File: config.mk
export PLATFORM = sky130hd
export DESIGN_NAME = ahb_rr_master_arbiter
export DESIGN_NICKNAME = d
export VERILOG_FILES = /design/src/rtl/ahb_rr_master_arbiter.sv
export SDC_FILE = /design/constraint.sdc
export NUM_CORES = 1
export LEC_CHECK = 0
export CAP_MARGIN = 20
export CORE_MARGIN = 4
export CORE_UTILIZATION = 40
export CTS_CLUSTER_SIZE = 28
export DETAILED_ROUTE_END_ITERATION = 6
export GPL_TIMING_DRIVEN = 0
export PLACE_DENSITY = 0.91
export SETUP_SLACK_MARGIN = 0.5
export SLEW_MARGIN = 5
export SYNTH_ARGS = -nofsm -noshare
export SYNTH_HDL_FRONTEND = slang
export SYNTH_SLANG_ARGS = --single-unit
export TNS_END_PERCENT = 50
File: constraint.sdc
create_clock -name HCLK -period 1.8 [get_ports HCLK]
set_input_delay 0.45 -clock HCLK [delete_from_list [all_inputs] [get_ports HCLK]]
set_output_delay 0.45 -clock HCLK [all_outputs]
set_load 0.05 [all_outputs]
File: src/rtl/ahb_rr_master_arbiter.sv
// Round-robin arbiter sharing one AHB-Lite slave between NREQ valid/ready requesters.
// Two-stage (address/data) pipeline gives one transfer per cycle with zero wait states.
module ahb_rr_master_arbiter #(
    parameter int NREQ = 2,
    parameter int AW   = 32,
    parameter int DW   = 32
) (
    input  logic                 HCLK,
    input  logic                 HRESET,
    input  logic [NREQ-1:0]      req_valid,
    output logic [NREQ-1:0]      req_ready,
    input  logic [NREQ-1:0]      req_write,
    input  logic [NREQ*AW-1:0]   req_addr,
    input  logic [NREQ*DW-1:0]   req_wdata,
    output logic [NREQ-1:0]      rsp_valid,
    output logic [DW-1:0]        rsp_rdata,
    output logic [AW-1:0]        HADDR,
    output logic                 HWRITE,
    output logic [1:0]           HTRANS,
    output logic [2:0]           HSIZE,
    output logic [DW-1:0]        HWDATA,
    input  logic [DW-1:0]        HRDATA,
    input  logic                 HREADY
);

    localparam int IDW = $clog2(NREQ);
    localparam logic [1:0] HTRANS_IDLE   = 2'b00;
    localparam logic [1:0] HTRANS_NONSEQ = 2'b10;

    logic [IDW-1:0]  ptr_q, ptr_d;
    logic            a_valid_q, a_write_q;
    logic [IDW-1:0]  a_id_q;
    logic [AW-1:0]   a_addr_q;
    logic [DW-1:0]   a_wdata_q;
    logic            d_valid_q, d_write_q;
    logic [IDW-1:0]  d_id_q;
    logic [DW-1:0]   d_wdata_q;
    logic [NREQ-1:0] rsp_valid_q;
    logic [DW-1:0]   rsp_rdata_q;

    logic            found;
    logic [IDW-1:0]  grant_id;
    logic [IDW:0]    scan;
    logic [NREQ-1:0] grant;
    logic [AW-1:0]   sel_addr;
    logic [DW-1:0]   sel_wdata;
    logic            sel_write;

    // NOTE: every variable gets a default first so no latch is inferred.
    always_comb begin
        found     = 1'b0;
        grant_id  = '0;
        scan      = '0;
        for (int k = 0; k < NREQ; k++) begin
            scan = {1'b0, ptr_q} + (IDW+1)'(k);
            if (scan >= (IDW+1)'(NREQ)) begin
                scan = scan - (IDW+1)'(NREQ);
            end
            if (!found && req_valid[scan[IDW-1:0]]) begin
                found    = 1'b1;
                grant_id = scan[IDW-1:0];
            end
        end
        grant     = found ? (NREQ'(1) << grant_id) : '0;
        sel_addr  = req_addr[grant_id*AW +: AW];
        sel_wdata = req_wdata[grant_id*DW +: DW];
        sel_write = req_write[grant_id];
        ptr_d     = ptr_q;
        if (HREADY && found) begin
            ptr_d = (grant_id == IDW'(NREQ-1)) ? '0 : grant_id + 1'b1;
        end
    end

    assign req_ready = HREADY ? grant : '0;

    // NOTE: state uses <= so every register samples pre-edge values.
    always_ff @(posedge HCLK) begin
        if (HRESET) begin
            ptr_q       <= '0;
            a_valid_q   <= 1'b0;
            a_write_q   <= 1'b0;
            a_id_q      <= '0;
            a_addr_q    <= '0;
            a_wdata_q   <= '0;
            d_valid_q   <= 1'b0;
            d_write_q   <= 1'b0;
            d_id_q      <= '0;
            d_wdata_q   <= '0;
            rsp_valid_q <= '0;
            rsp_rdata_q <= '0;
        end else if (HREADY) begin
            ptr_q     <= ptr_d;
            d_valid_q <= a_valid_q;
            d_write_q <= a_write_q;
            d_id_q    <= a_id_q;
            d_wdata_q <= a_wdata_q;
            a_valid_q <= found;
            if (found) begin
                a_id_q    <= grant_id;
                a_addr_q  <= sel_addr;
                a_write_q <= sel_write;
                a_wdata_q <= sel_wdata;
            end
            rsp_valid_q <= d_valid_q ? (NREQ'(1) << d_id_q) : '0;
            if (d_valid_q && !d_write_q) begin
                rsp_rdata_q <= HRDATA;
            end
        end else begin
            // A wait state stalls both stages; the completion pulse lasts one cycle.
            rsp_valid_q <= '0;
        end
    end

    assign HTRANS    = a_valid_q ? HTRANS_NONSEQ : HTRANS_IDLE;
    assign HADDR     = {a_addr_q[AW-1:2], 2'b00};
    assign HWRITE    = a_write_q;
    assign HSIZE     = 3'b010;
    assign HWDATA    = d_wdata_q;
    assign rsp_valid = rsp_valid_q;
    assign rsp_rdata = rsp_rdata_q;

endmodule

# Yosys cells after proc, flatten, opt, wreduce, memory -nomap -nowiden
# Cells that the tools add are included.
[classes]
n_addsub = 4
mul = 0
div_mod_pow = 0
magnitude_cmp = 5
n_eq_ne = 0
shift = 4
mux = 16
bitwise_logic = 2
reduce_logical = 9
[op_table]
columns = ["cell", "count"]
rows = [
  ["$shiftx 64x7->32", 2],
  ["$mux 1", 13],
  ["$lt 1x2->1 const B", 3],
  ["$mux 2", 3],
  ["$reduce_and 2->1", 3],
  ["$shl 1x1->2 const A", 2],
  ["$logic_and 1x1->1", 3],
  ["$reduce_or 3->1", 1],
  ["$add 1x1->2 const B", 1],
  ["$ge 1x2->1 const B", 1],
  ["$ge 2x2->1 const B", 1],
  ["$logic_not 1->1", 2],
  ["$not 1->1", 2],
  ["$sub 1x1->1 const B", 2],
  ["$add 1x1->1 const B", 1],
]
[word_totals]
ff_bits = 137
latchBits = 0
ramBits = 0
romBits = 0
input_bits = 167
output_inout_bits = 106
word_cells = 52
n_memories = 0

# Logic depth before layout (Yosys ltp)
[logic_depth]
depth_word = 11
mapped_depth = 6
depth_no_buf = 4

# Worst setup path before layout
# OpenSTA, ideal clock, no wires.
[synth_timing]
kind = "input -> output"
from = "input HREADY"
to = "output req_ready[0]"
arrival_time_ps = 1717
required_ps = 1350
setup_slack_ps = -367
cell_stages = 4
n_path_buf = 2
path_cell_list = "buf_2 > buf_2 > o21ai_0 > a21oi_1"
[synth_between]
elab_chain_cells = 1
[synth_rtl]
columns = ["element", "line", "source"]
rows = [
  ["start: declaration", "23", "input logic HREADY"],
  ["$mux 2", "74", "assign req_ready = HREADY ? grant : '0;"],
  ["end: declaration", "11", "output logic [NREQ-1:0] req_ready,"],
]
# Every way passes these cells.

# Worst setup path in the final report
[layout_timing]
from = "register ptr_q"
to = "output req_ready[0]"
[layout_between]
elab_chain_cells = 11
elab_cells_between_ends = 20
classes_between = "add/sub (3); order compare (2); shift (1); mux (12); reduce/logical (2)"
[layout_rtl]
columns = ["element", "line", "source"]
rows = [
  ["start: declaration", "30", "logic [IDW-1:0] ptr_q, ptr_d;"],
  ["start signal: assignment", "92", "ptr_q <= ptr_d;"],
  ["$ge 1x2->1 / $sub 1x1->1 (equally long branches)", "56, 57", ""],
  ["$mux 1", "56", "if (scan >= (IDW+1)'(NREQ)) begin"],
  ["$mux 1 (not written as such) (2 in a row)", "59", "if (!found && req_valid[scan[IDW-1:0]]) begin"],
  ["$mux 1", "59", ""],
  ["$logic_not 1->1", "59", ""],
  ["$logic_and 1x1->1", "59", ""],
  ["$mux 1", "59", ""],
  ["$shl 1x1->2", "64", "grant = found ? (NREQ'(1) << grant_id) : '0;"],
  ["$mux 2 (*)", "64", ""],
  ["$mux 2 (*)", "74", ""],
]
# Every way passes the cells marked *; elsewhere a longest branch is shown, timed or not. The select of a mux whose other input is x is not followed.

==> flow_summary.ini <==
[status]
run_status = finished clean

[setup_path]
worst_path_cell_trace = nand2b_4, clkbuf_16, a21oi_4, buf_8
slowest_delay_ps = 320
path_max_fanout = 4
cp_data_required_time_ps = 1350
worst_setup_path_start_kind = flop
arrival_ps = 1320
timing.critical_path.to_type = output pin
critical_path.slowest_cell = dfxtp_2
timing_worst_setup_path_type = reg -> out

[clocking]
cts_inserted_buffers = 17
htree_num_levels = 4
cts.reportedPaths.clkPinSlew_ps = 60
cts.sinks = 135
cts.path.max_buffers = 2
clock_latency_ps = 400
cts_tree = done
clockRootBuffer = clkbuf_16

[yosys]
yosysSeqAreaShare_pct = 51.81
ys_warnings = 0
syn_area_um2 = 5216
postSynthCellCount = 535
synth_area_per_cell_um2 = 9.750
synthDistinctLibCells = 25
postSynthRegisterBits = 135

[timing]
tightestPinTransition_ps = 515.7
setup-violations-final = 0
slew_headroom_pct = 65.62
rsz0062_at_grt = true
final_max_slew_viol_count = 0
min_period_ps = 1768
hold_violations = 0
period_share_pct = 98.23
max_clock_freq_mhz = 565.5
finClkSkew_ps = 4.907

[grt]
grt_max_degree = 17
global_route.overflow_total = 0
track_usage_pct = 25.81
grt_first_pass_wirelength_um = 29500
antenna_violations_before_repair = 0
vias_in_the_first_global_route = 5782

[die]
top_level_ports = 273
placeableCoreArea_um2 = 12670
initial_core_util_pct = 41.17
std_cell_rows = 41
die-width_um = 122.2
die_area_um2 = 14930
die_height_um = 122.2

[final_layout]
nNetsFinal = 1013
share_of_cells_above_drive_strength_1_pct = 36.90
most_frequent_cells_in_the_layout = 158 x clkdlybuf4s50_1, 106 x buf_8, 98 x dfxtp_2
flow.area_growth_from_synthesis_pct = 89.16
num_antenna_cells = 0
finalCoreUtilization_pct = 77.87
most_common_cell_after_layout_fill_and_taps_aside = clkdlybuf4s50_1

[routing]
detail_route.wirelength_um = 20350
ant_nets = 0
ratio_of_routed_vias_to_standard_cells = 5.256
dr_total_vias = 5419
drt_first_pass_iters = 4
drt_drc = 0
route.detailed.wl_per_inst_um = 19.73
initialDrtViolationCount = 256

[worst_hold_path]
min_path_type = in -> reg

[placement]
dp_hpwl_um = 13280
routabilityCongestion = 0.7843
port_buffers = 259

[job]
max_cap_viol_count = 0

[power_and_ir_drop]
p_leak_nw = 3.996
cellPowerDensity_nw_per_um2 = 853.5
vdd_ir_drop_max_mv = 0.5146
total_power_w = 0.008421
-- per-layer routing --
| layer | vias to the layer above | part of all wire [%] | GRT usage, % |
|---|---|---|---|
| met3 | 67 | 8.6 | 8.449 |
| met4 | 0 | 4.3 | 13.58 |
| met1 | 2546 | 35 | 25.62 |
| met5 | - | 0 | 0 |
| li1 | 2534 | - | - |
| met2 | 272 | 52 | 47.55 |
-- layout make-up --
class,count,area [µm²]
clock buffer,23,467.9
buffer,59,526.8
sequential,135,2833
clock inverter,9,123.9
tap,172,215.2
fill,778,2804
timing repair buffer,288,3452
inverter,2,11.26
multi-input combinational,343,2237
-- state kept, by name, summed over array words and instances, names as in the netlist --
signal	flops
rsp_valid	2
d_id_q	1
HWDATA	32
a_addr_q	30
HWRITE	1
rsp_rdata	32
ptr_q	1
d_write_q	1
a_id_q	1
d_valid_q	1
a_valid_q	1
a_wdata_q	32
-- cells in the mapped netlist --
library cell  count  area, µm²
and3b_1           1      8.760
nand3b_1          1      7.510
and3_4            1      11.26
buf_4             9      67.56
a311oi_1         12      105.1
buf_6             6      67.56
nand2b_1          2      12.51
nor2b_1           1      6.260
nand2_1          67      251.5
o21a_1            1      7.510
nor3_1            1      5.000
mux2i_1          35      350.3
a21oi_1          35      175.2
conb_1            2      7.510
clkbuf_1         25      93.84
o21ai_0          13      65.06
and3_1            2      12.51
a221o_1          51      510.5
nor3b_1          51      382.9
inv_1             2      7.510
nand3_1          13      65.06
nor2b_4           1      13.76
buf_2            19      95.09
nor2_1           49      183.9
dfxtp_1         135       2703
-- final timing paths --
kind | from | to | slack, ps | cells after the start
worst min register to register | d_id_q$_SDFFE_PP0P_ | rsp_valid[0]$_SDFF_PP0_ | 420 | 1
worst max register to register | ptr_q$_SDFFE_PP0P_ | a_addr_q[26]$_SDFFE_PP0P_ | 160 | 7
worst min-delay path | req_valid[1] | a_valid_q$_SDFFE_PP0P_ | 380 | 3
worst max-delay path | ptr_q$_SDFFE_PP0P_ | req_ready[0] | 30 | 4
-- metrics by stage --
stage	std cells	setup TNS, ps	setup slack [ps]	hold slack, ps	instance area, µm²
global route	1031	-11.21	-11.21	391.7	9867
global placement	970	-27320	-986.5	428.4	8193
detailed placement	970	-28020	-1004	426.0	8193
floorplan	539	0	292.4	402.0	5385
CTS	1020	0	11.82	351.6	9623
finish	1031	0	31.79	383.0	9867
-- timing repair --
item,CTS,global route
setup endpoints to repair,210,232
hold buffers,0,0
resized for setup,910,52
setup buffers,16,8
pin swaps,0,9
cloned,2,3
-- where the power goes --
group | leakage (nW) | switching, W | internal [W]
Combinational | 2.55 | 0.000788 | 0.000861
Sequential | 1.15 | 0.000118 | 0.00316
Clock | 0.295 | 0.00125 | 0.00224
Total | 4.00 | 0.00216 | 0.00627
-- critical path: cells and delay by family (launching register included) --
family,cells,cell delay (ps)
AO/OA/AOI/OAI,1,120
AND/OR/NAND/NOR,1,160
buffers and inverters,2,310
flip-flops,1,320
-- kinds of logic (layout without fill, tap and decap cells) --
| family | count (synthesis) | count (layout) | share of synthesized area [%] |
|---|---|---|---|
| other | 2 | 6 | 0.1440 |
| muxes | 35 | 35 | 6.716 |
| DFF | 135 | 135 | 51.81 |
| and+or+nand+nor | 190 | 190 | 18.42 |
| AOI/OAI and AO/OA | 112 | 112 | 16.55 |
| buffers and inverters | 61 | 381 | 6.356 |
Power figures use the tool's default switching activity.
